===== config.mk =====
export PLATFORM = sky130hd
export DESIGN_NAME = spi_slave_param
export DESIGN_NICKNAME = d
export VERILOG_FILES = /design/src/rtl/spi_slave_param.sv
export SDC_FILE = /design/constraint.sdc
export NUM_CORES = 1
export LEC_CHECK = 0
export BUFFER_PORTS_ARGS = -buffer_cell sky130_fd_sc_hd__buf_4
export CORE_UTILIZATION = 45
export DETAILED_ROUTE_END_ITERATION = 8
export PLACE_DENSITY = 0.64
export SLEW_MARGIN = 20
export SYNTH_ARGS = -nofsm -noshare
export SYNTH_HDL_FRONTEND = slang
export SYNTH_SLANG_ARGS = --single-unit

===== constraint.sdc =====
create_clock -name clk -period 5.6 [get_ports clk]
set_input_delay 0.84 -clock clk [delete_from_list [all_inputs] [get_ports clk]]
set_output_delay 0.84 -clock clk [all_outputs]
set_load 0.05 [all_outputs]

===== src/rtl/spi_slave_param.sv =====
`timescale 1ns/1ps
// SPI slave with a runtime-independent mode (CPOL/CPHA), bit order and frame width.
// SCLK/CS/MOSI are resampled into the clk domain; all data paths run on clk.
module spi_slave_param #(
    parameter int WIDTH     = 32'sd8,
    parameter int CPOL      = 32'sd0,
    parameter int CPHA      = 32'sd0,
    parameter int LSB_FIRST = 32'sd1
) (
    input  logic             clk,
    input  logic             reset,
    input  logic             SCLK,
    input  logic             CS,
    input  logic             MOSI,
    output logic             MISO,
    input  logic [WIDTH-1:0] tx_data,
    input  logic             tx_valid,
    output logic             tx_ready,
    output logic [WIDTH-1:0] rx_data,
    output logic             rx_valid,
    input  logic             rx_ready,
    output logic             rx_overrun,
    output logic             tx_underrun,
    output logic             busy
);

    localparam int              CW        = $clog2(WIDTH);
    localparam logic [CW-1:0]   LAST      = CW'(WIDTH - 32'sd1);
    localparam logic [CW-1:0]   ONE       = CW'(1'b1);
    localparam logic [CW-1:0]   ZERO      = CW'(1'b0);
    localparam logic            IDLE_SCLK = (CPOL != 32'sd0);
    localparam logic            PHASE1    = (CPHA != 32'sd0);
    localparam logic            LSB       = (LSB_FIRST != 32'sd0);

    typedef enum logic {ST_IDLE = 1'b0, ST_SHIFT = 1'b1} state_t;

    function automatic logic first_bit(input logic [WIDTH-1:0] w);
        if (LSB) first_bit = w[0];
        else     first_bit = w[WIDTH-1];
    endfunction

    function automatic logic [WIDTH-1:0] shift_word(input logic [WIDTH-1:0] w);
        if (LSB) shift_word = {1'b0, w[WIDTH-1:1]};
        else     shift_word = {w[WIDTH-2:0], 1'b0};
    endfunction

    function automatic logic [WIDTH-1:0] rx_next(input logic [WIDTH-1:0] w, input logic b);
        if (LSB) rx_next = {b, w[WIDTH-1:1]};
        else     rx_next = {w[WIDTH-2:0], b};
    endfunction

    logic [2:0]       sclk_pipe_q, sclk_pipe_d;
    logic [2:0]       cs_pipe_q, cs_pipe_d;
    logic [1:0]       mosi_pipe_q, mosi_pipe_d;
    logic [1:0]       live_q, live_d;
    state_t           state_q, state_d;
    logic [CW-1:0]    cnt_q, cnt_d;
    logic [WIDTH-1:0] tx_sh_q, tx_sh_d;
    logic [WIDTH-1:0] rx_sh_q, rx_sh_d;
    logic [WIDTH-1:0] hold_q, hold_d;
    logic             hold_full_q, hold_full_d;
    logic             miso_q, miso_d;
    logic [WIDTH-1:0] rx_data_q, rx_data_d;
    logic             rx_valid_q, rx_valid_d;
    logic             rx_overrun_q, rx_overrun_d;
    logic             tx_underrun_q, tx_underrun_d;
    logic             tx_ready_q, tx_ready_d;
    logic             busy_q, busy_d;

    logic             sclk_rise_s, sclk_fall_s, lead_s, trail_s, sample_s, shift_s;
    logic             cs_fall_s, cs_rise_s, load_s;
    logic [WIDTH-1:0] tx_word_s, tx_shifted_s, rx_next_s;

    // CS edges are only trusted once the whole CS pipe holds real pin samples,
    // so a CS already low when reset releases does not start a frame.
    assign sclk_rise_s  = sclk_pipe_q[1] & ~sclk_pipe_q[2];
    assign sclk_fall_s  = ~sclk_pipe_q[1] & sclk_pipe_q[2];
    assign lead_s       = IDLE_SCLK ? sclk_fall_s : sclk_rise_s;
    assign trail_s      = IDLE_SCLK ? sclk_rise_s : sclk_fall_s;
    assign sample_s     = PHASE1 ? trail_s : lead_s;
    assign shift_s      = PHASE1 ? lead_s : trail_s;
    assign cs_fall_s    = (live_q == 2'd3) & ~cs_pipe_q[1] & cs_pipe_q[2];
    assign cs_rise_s    = cs_pipe_q[1] & ~cs_pipe_q[2];
    assign tx_word_s    = hold_full_q ? hold_q : {WIDTH{1'b0}};
    assign tx_shifted_s = shift_word(tx_sh_q);
    assign rx_next_s    = rx_next(rx_sh_q, mosi_pipe_q[1]);

    // Next-state logic for the synchronisers, frame FSM and both data paths.
    always_comb begin
        sclk_pipe_d   = {sclk_pipe_q[1:0], SCLK};
        cs_pipe_d     = {cs_pipe_q[1:0], CS};
        mosi_pipe_d   = {mosi_pipe_q[0], MOSI};
        live_d        = (live_q == 2'd3) ? live_q : live_q + 2'd1;
        state_d       = state_q;
        cnt_d         = cnt_q;
        tx_sh_d       = tx_sh_q;
        rx_sh_d       = rx_sh_q;
        hold_d        = hold_q;
        hold_full_d   = hold_full_q;
        miso_d        = miso_q;
        rx_data_d     = rx_data_q;
        rx_overrun_d  = 1'b0;
        tx_underrun_d = 1'b0;
        load_s        = 1'b0;

        if (rx_valid_q && rx_ready) rx_valid_d = 1'b0;
        else                        rx_valid_d = rx_valid_q;

        case (state_q)
            ST_IDLE: begin
                miso_d = 1'b0;
                if (cs_fall_s) begin
                    state_d = ST_SHIFT;
                    cnt_d   = ZERO;
                    rx_sh_d = {WIDTH{1'b0}};
                    load_s  = 1'b1;
                end else begin
                    state_d = ST_IDLE;
                end
            end
            ST_SHIFT: begin
                if (cs_rise_s) begin
                    state_d = ST_IDLE;
                    cnt_d   = ZERO;
                    tx_sh_d = {WIDTH{1'b0}};
                    rx_sh_d = {WIDTH{1'b0}};
                    miso_d  = 1'b0;
                end else if (sample_s) begin
                    rx_sh_d = rx_next_s;
                    if (cnt_q == LAST) begin
                        cnt_d        = ZERO;
                        rx_data_d    = rx_next_s;
                        rx_valid_d   = 1'b1;
                        rx_overrun_d = rx_valid_q & ~rx_ready;
                        load_s       = 1'b1;
                    end else begin
                        cnt_d = cnt_q + ONE;
                    end
                end else if (shift_s) begin
                    // The first shift edge of a frame only presents bit 0 (CPHA=1)
                    // or is the tail of the previous frame and is skipped (CPHA=0).
                    if (PHASE1 && (cnt_q == ZERO)) begin
                        miso_d = first_bit(tx_sh_q);
                    end else if (cnt_q != ZERO) begin
                        tx_sh_d = tx_shifted_s;
                        miso_d  = first_bit(tx_shifted_s);
                    end else begin
                        miso_d = miso_q;
                    end
                end else begin
                    state_d = ST_SHIFT;
                end
            end
            default: begin
                state_d = ST_IDLE;
            end
        endcase

        if (load_s) begin
            tx_sh_d       = tx_word_s;
            tx_underrun_d = ~hold_full_q;
            hold_full_d   = 1'b0;
            if (PHASE1) miso_d = miso_q & (state_q == ST_SHIFT);
            else        miso_d = first_bit(tx_word_s);
        end else begin
            tx_underrun_d = 1'b0;
        end

        // Accept after the load so a word offered during a load is kept.
        if (tx_valid && tx_ready_q) begin
            hold_d      = tx_data;
            hold_full_d = 1'b1;
        end else begin
            hold_d = hold_q;
        end

        tx_ready_d = ~hold_full_d;
        busy_d     = (state_d == ST_SHIFT);
    end

    // State and output registers.
    always_ff @(posedge clk or negedge reset) begin
        if (!reset) begin
            sclk_pipe_q   <= {3{IDLE_SCLK}};
            cs_pipe_q     <= 3'b111;
            mosi_pipe_q   <= 2'b00;
            live_q        <= 2'd0;
            state_q       <= ST_IDLE;
            cnt_q         <= ZERO;
            tx_sh_q       <= {WIDTH{1'b0}};
            rx_sh_q       <= {WIDTH{1'b0}};
            hold_q        <= {WIDTH{1'b0}};
            hold_full_q   <= 1'b0;
            miso_q        <= 1'b0;
            rx_data_q     <= {WIDTH{1'b0}};
            rx_valid_q    <= 1'b0;
            rx_overrun_q  <= 1'b0;
            tx_underrun_q <= 1'b0;
            tx_ready_q    <= 1'b1;
            busy_q        <= 1'b0;
        end else begin
            sclk_pipe_q   <= sclk_pipe_d;
            cs_pipe_q     <= cs_pipe_d;
            mosi_pipe_q   <= mosi_pipe_d;
            live_q        <= live_d;
            state_q       <= state_d;
            cnt_q         <= cnt_d;
            tx_sh_q       <= tx_sh_d;
            rx_sh_q       <= rx_sh_d;
            hold_q        <= hold_d;
            hold_full_q   <= hold_full_d;
            miso_q        <= miso_d;
            rx_data_q     <= rx_data_d;
            rx_valid_q    <= rx_valid_d;
            rx_overrun_q  <= rx_overrun_d;
            tx_underrun_q <= tx_underrun_d;
            tx_ready_q    <= tx_ready_d;
            busy_q        <= busy_d;
        end
    end

    assign MISO        = miso_q;
    assign tx_ready    = tx_ready_q;
    assign rx_data     = rx_data_q;
    assign rx_valid    = rx_valid_q;
    assign rx_overrun  = rx_overrun_q;
    assign tx_underrun = tx_underrun_q;
    assign busy        = busy_q;

endmodule


# Word level (Yosys, flattened, before mapping)
# Index checks and enable logic that the tools add are counted.
[word_totals]
ff_bits = 52
inputBits = 15
out_inout_bits = 14
wordCells = 92
[op_classes]
n_addsub = 2
eq_ne = 8
mux = 41
bitwise_logic = 15
reduce_logical = 10
[op_table]
columns = ["op", "n"]
rows = [
  ["$mux W8", 10],
  ["$mux W1", 22],
  ["$pmux W8 S2", 1],
  ["$mux W3", 4],
  ["$not A1 Y1", 9],
  ["$reduce_bool A3 Y1", 3],
  ["$ne A4 B1 Y1 const B", 2],
  ["$reduce_and A4 Y1", 2],
  ["$and A1 B1 Y1", 6],
  ["$ne A3 B1 Y1 const B", 2],
  ["$pmux W1 S2", 3],
  ["$pmux W3 S2", 1],
  ["$ne A4 B2 Y1 const B", 1],
  ["$add A3 B1 Y3 const B", 1],
  ["$eq A3 B3 Y1 const B", 1],
  ["$reduce_and A3 Y1", 1],
  ["$add A2 B1 Y2 const B", 1],
  ["$eq A2 B2 Y1 const B", 1],
  ["$logic_and A1 B1 Y1", 2],
  ["$ne A2 B2 Y1 const B", 1],
  ["$reduce_and A2 Y1", 1],
  ["$reduce_bool A2 Y1", 1],
]

# Longest topological paths before layout
[logic_depth]
depth_word = 8
ltp_mapped = 7
ltp_nobuf = 6

# Worst setup path before layout
# No wires, ideal clock.
[synth_path]
path_type = "register -> register"
start = "register cnt_q[0]"
end = "register tx_sh_q[1]"
setup_ns = 0.125
t_arrival_ns = 1.678
setup_slack_ns = 3.797
stages_incl_launch_ff = 7
period_less_slack_ns = 1.803
cell_sequence = "dfrtp_1 ha_1 ha_1 and3b_1 a311oi_2 o21ai_4 mux2_4"
[synth_via]
elab_chain_cells = 7
[synth_lines]
columns = ["item", "line_no", "rtl"]
rows = [
  ["start: declaration", "57", "logic [CW-1:0] cnt_q, cnt_d;"],
  ["start signal: assignment", "207", "cnt_q <= cnt_d;"],
  ["$eq A3 B3 Y1", "130", "if (cnt_q == LAST) begin"],
  ["$mux W1", "130", ""],
  ["$mux W1", "128", "end else if (sample_s) begin"],
  ["$mux W1", "122", "if (cs_rise_s) begin"],
  ["$pmux W1 S2", "109", "case (state_q)"],
  ["$ne A3 B1 Y1 (no line) (tied with other cells)", "n/a", ""],
  ["$reduce_and A4 Y1 (no line)", "n/a", ""],
  ["end signal: assignment", "190", "tx_sh_q <= {WIDTH{1'b0}};"],
  ["end signal: assignment", "208", "tx_sh_q <= tx_sh_d;"],
  ["end: declaration", "58", "logic [WIDTH-1:0] tx_sh_q, tx_sh_d;"],
]
# Several ways; a longest one is shown, not always the timed one.
# A chain may end at the register's enable or synchronous reset.

# Final worst setup path
[layout_path]
start = "register cnt_q[0]"
end = "register tx_sh_q[3]"
# The elaborated chain is that of the path after synthesis.

==> metrics.yaml <==
status: "finished clean"
port-buffer-count: 28
synth_fa_ha_area_frac: 0.02255
maxCapViolations: 0
antenna_found_initial: 0
nets: 224
synth_warnings: 0
drc: 0
cts_tree: "done"
power.share.clock: 0.256
final.setup.tns_ps: 0
area_delta_synth_final_pct: 16.63
reg2reg_depth: 6
synth_top_family_by_area: "multiplexers"
cp_max_fo: 11
fmax_mhz: 504.7
cp_data_required_time_ps: 5800
power-per-cell-area_nw_per_um2: 376.8
ys.flop_type: "dfrtp_1"
crit_type: "reg2reg"
setup_viol: 0
vias_per_cell: 5.253
synth_seq_area_share: 0.5660
dpl_cell_area_um2: 2482
p_int_w: 0.0006860
synth_xor_area_frac: 0.003946
ctsHoldBuffers: 0
power_frac_seq: 0.513
wl_per_cell_um: 14.43
postSynthCellCount: 174
rrSetupSlack_ps: 3620
drtIter0Drc: 130
num_vias: 1434
syn_nets: 193
p_comb_frac: 0.231
finalCriticalPeriod_ps: 1981
dieArea_um2: 5217
hold_class: "reg2reg"
grt_max_degree: 51
syn_avg_cell_area_um2: 12.76
rows: 25
final_common_cell: "dfrtp_1"
cellLeakagePower_nw: 1.211
placed_cells: 265
slew_violations: 0
fin_crit_sh: 0.3538
rsz0062_at_grt: "no"
crit_start: "cnt_q[0]$_DFFE_PN0P_"
whs_path_depth: 0
drive_gt1_frac: 0.3058
io_pins: 29
clock_sinks: 50
cts_setup_buffers: 0
synth_area_um2: 2220
clk_latency_ps: 310
place_congestion: 0.8859
die_x_um: 72.23
drtAntennaViolNets: 0
fin_worst_skew_ps: 9.684
core_area_um2: 4723
cts.repair.resized: 0
ir_drop_uv: 152.7
cts_buffers: 5
tightest_slew_ps: 605.1
synth_edf_count: 0
ctsHtreeMaxLevel: 2
worst_ep_arrival_time_ps: 2190
dp_hpwl_um: 2792
p_switching_w: 0.0002895
initial_core_util: 0.4699
cts_root_buf: "clkbuf_8"
muxShareOfSynthArea: 0.1635
ys_ff_latch: 50
final_cell_mix: "dfrtp_1 (46), buf_4 (28), nand2_1 (16)"
finalInstanceArea_um2: 2589
swShare: 0.2968
synth_simple_gate_area_frac: 0.1313
antenna_cells: 0
drtPass1Iterations: 5
rr_endpoint: "tx_sh_q[3]$_DFFE_PN0P_"
routed_wl_um: 3940
track_usage: 0.1663
finalNonFillerCells: 273
slew-limit-headroom: 0.5966
cts.path.max_buffers: 2
hold_violations: 0
first_global_vias: 1343
grt_pass1_wl_um: 6430
synth_compound_area_frac: 0.08174
synth.distinct_cells: 43
r2r-start: "cnt_q[0]$_DFFE_PN0P_"
synth_async_sr_flop_share: 1.000
crit_path_end: "tx_sh_q[3]$_DFFE_PN0P_"
overflow: 0
clkTransAtPathRegs_ps: 90
die_y_um: 72.23
crit_path_end_kind: "register"
crit_path_start_kind: "register"
per-stage QoR:
step                utilization  power [W]  worst slack (ps)  hold slack [ps]
detailed placement       0.5256  0.0007347              3611            342.6
global placement         0.5256  0.0007194              3717            334.8
global route             0.5481   0.001024              3505            361.7
CTS                      0.5481  0.0009812              3613            359.5
finish                   0.5481  0.0009755              3619            358.7
floorplan                     -  0.0006626              3797            331.2
sequential cells by signal, indices dropped and copies added, names as in the netlist, 2 cells and up:
signal       cells
rx_sh_q          7
rx_data          8
cs_pipe_q        3
tx_sh_q          7
live_q           2
sclk_pipe_q      3
hold_q           8
cnt_q            3
mosi_pipe_q      2
routing by layer:
layer,track usage,part of all wire,vias to the layer above
li1,-,-,680
met2,0.2544,0.49,37
met5,0,0,-
met3,0.03333,0.042,9
met4,0.09804,0.019,0
met1,0.2203,0.45,708
synthesized netlist by cell type (3+ instances only):
library cell | instances | area share
mux2_4 | 6 | 0.041
inv_1 | 9 | 0.015
mux2i_1 | 7 | 0.032
dfstp_2 | 4 | 0.047
ha_1 | 4 | 0.023
mux2_2 | 10 | 0.051
mux2_1 | 8 | 0.041
nand4_1 | 5 | 0.014
o211ai_1 | 5 | 0.017
dfrtp_1 | 46 | 0.52
nand2_1 | 16 | 0.027
o41ai_1 | 3 | 0.012
nand2b_1 | 3 | 0.0085
nand3_1 | 10 | 0.023
nor2_1 | 3 | 0.0051
how the worst min path moves through the flow:
stage | start | end | slack, ps
floorplan | mosi_pipe_q[0]$_DFF_PN0_ | mosi_pipe_q[1]$_DFF_PN0_ | 330
global placement | mosi_pipe_q[0]$_DFF_PN0_ | mosi_pipe_q[1]$_DFF_PN0_ | 330
detailed placement | mosi_pipe_q[0]$_DFF_PN0_ | mosi_pipe_q[1]$_DFF_PN0_ | 340
CTS | cs_pipe_q[0]$_DFF_PN1_ | cs_pipe_q[1]$_DFF_PN1_ | 360
global route | cs_pipe_q[0]$_DFF_PN1_ | cs_pipe_q[1]$_DFF_PN1_ | 360
finish | cs_pipe_q[0]$_DFF_PN1_ | cs_pipe_q[1]$_DFF_PN1_ | 360
critical path, cell delays in order, from the launching register on:
cell	delay, ps
dfrtp_1	400
ha_1	200
ha_1	210
and4b_1	330
nor2_2	310
o211ai_1	160
mux2_4	270
power groups by stage:
stage / Combinational, W / Clock [W] / Sequential, W
finish: 0.000226 / 0.000250 / 0.000500
global route: 0.000248 / 0.000266 / 0.000510
CTS: 0.000228 / 0.000254 / 0.000499
detailed placement: 0.000228 / 0 / 0.000506
global placement: 0.000217 / 0 / 0.000503
floorplan: 0.000156 / 0 / 0.000506
cells by family (layout without fill, tap and decap cells):
group                    after synthesis  count (layout)
AND/OR/NAND/NOR                       52              52
flip-flops                            50              50
multiplexers                          31              31
AO/OA/AOI/OAI                         22              22
buffers and inverters                 14              46
adder cells (fa/ha/maj)                4               4
XOR/XNOR                               1               1
cell type report:
| class | count | area [um2] |
|---|---|---|
| Clock inverter | 1 | 30.03 |
| Fill cell | 396 | 2135 |
| Inverter | 10 | 37.54 |
| Clock buffer | 7 | 76.32 |
| Sequential cell | 50 | 1256 |
| Multi-Input combinational cell | 110 | 894.6 |
| Timing Repair Buffer | 28 | 210.2 |
| Tap cell | 67 | 83.83 |
(Power assumes the default switching activity.)
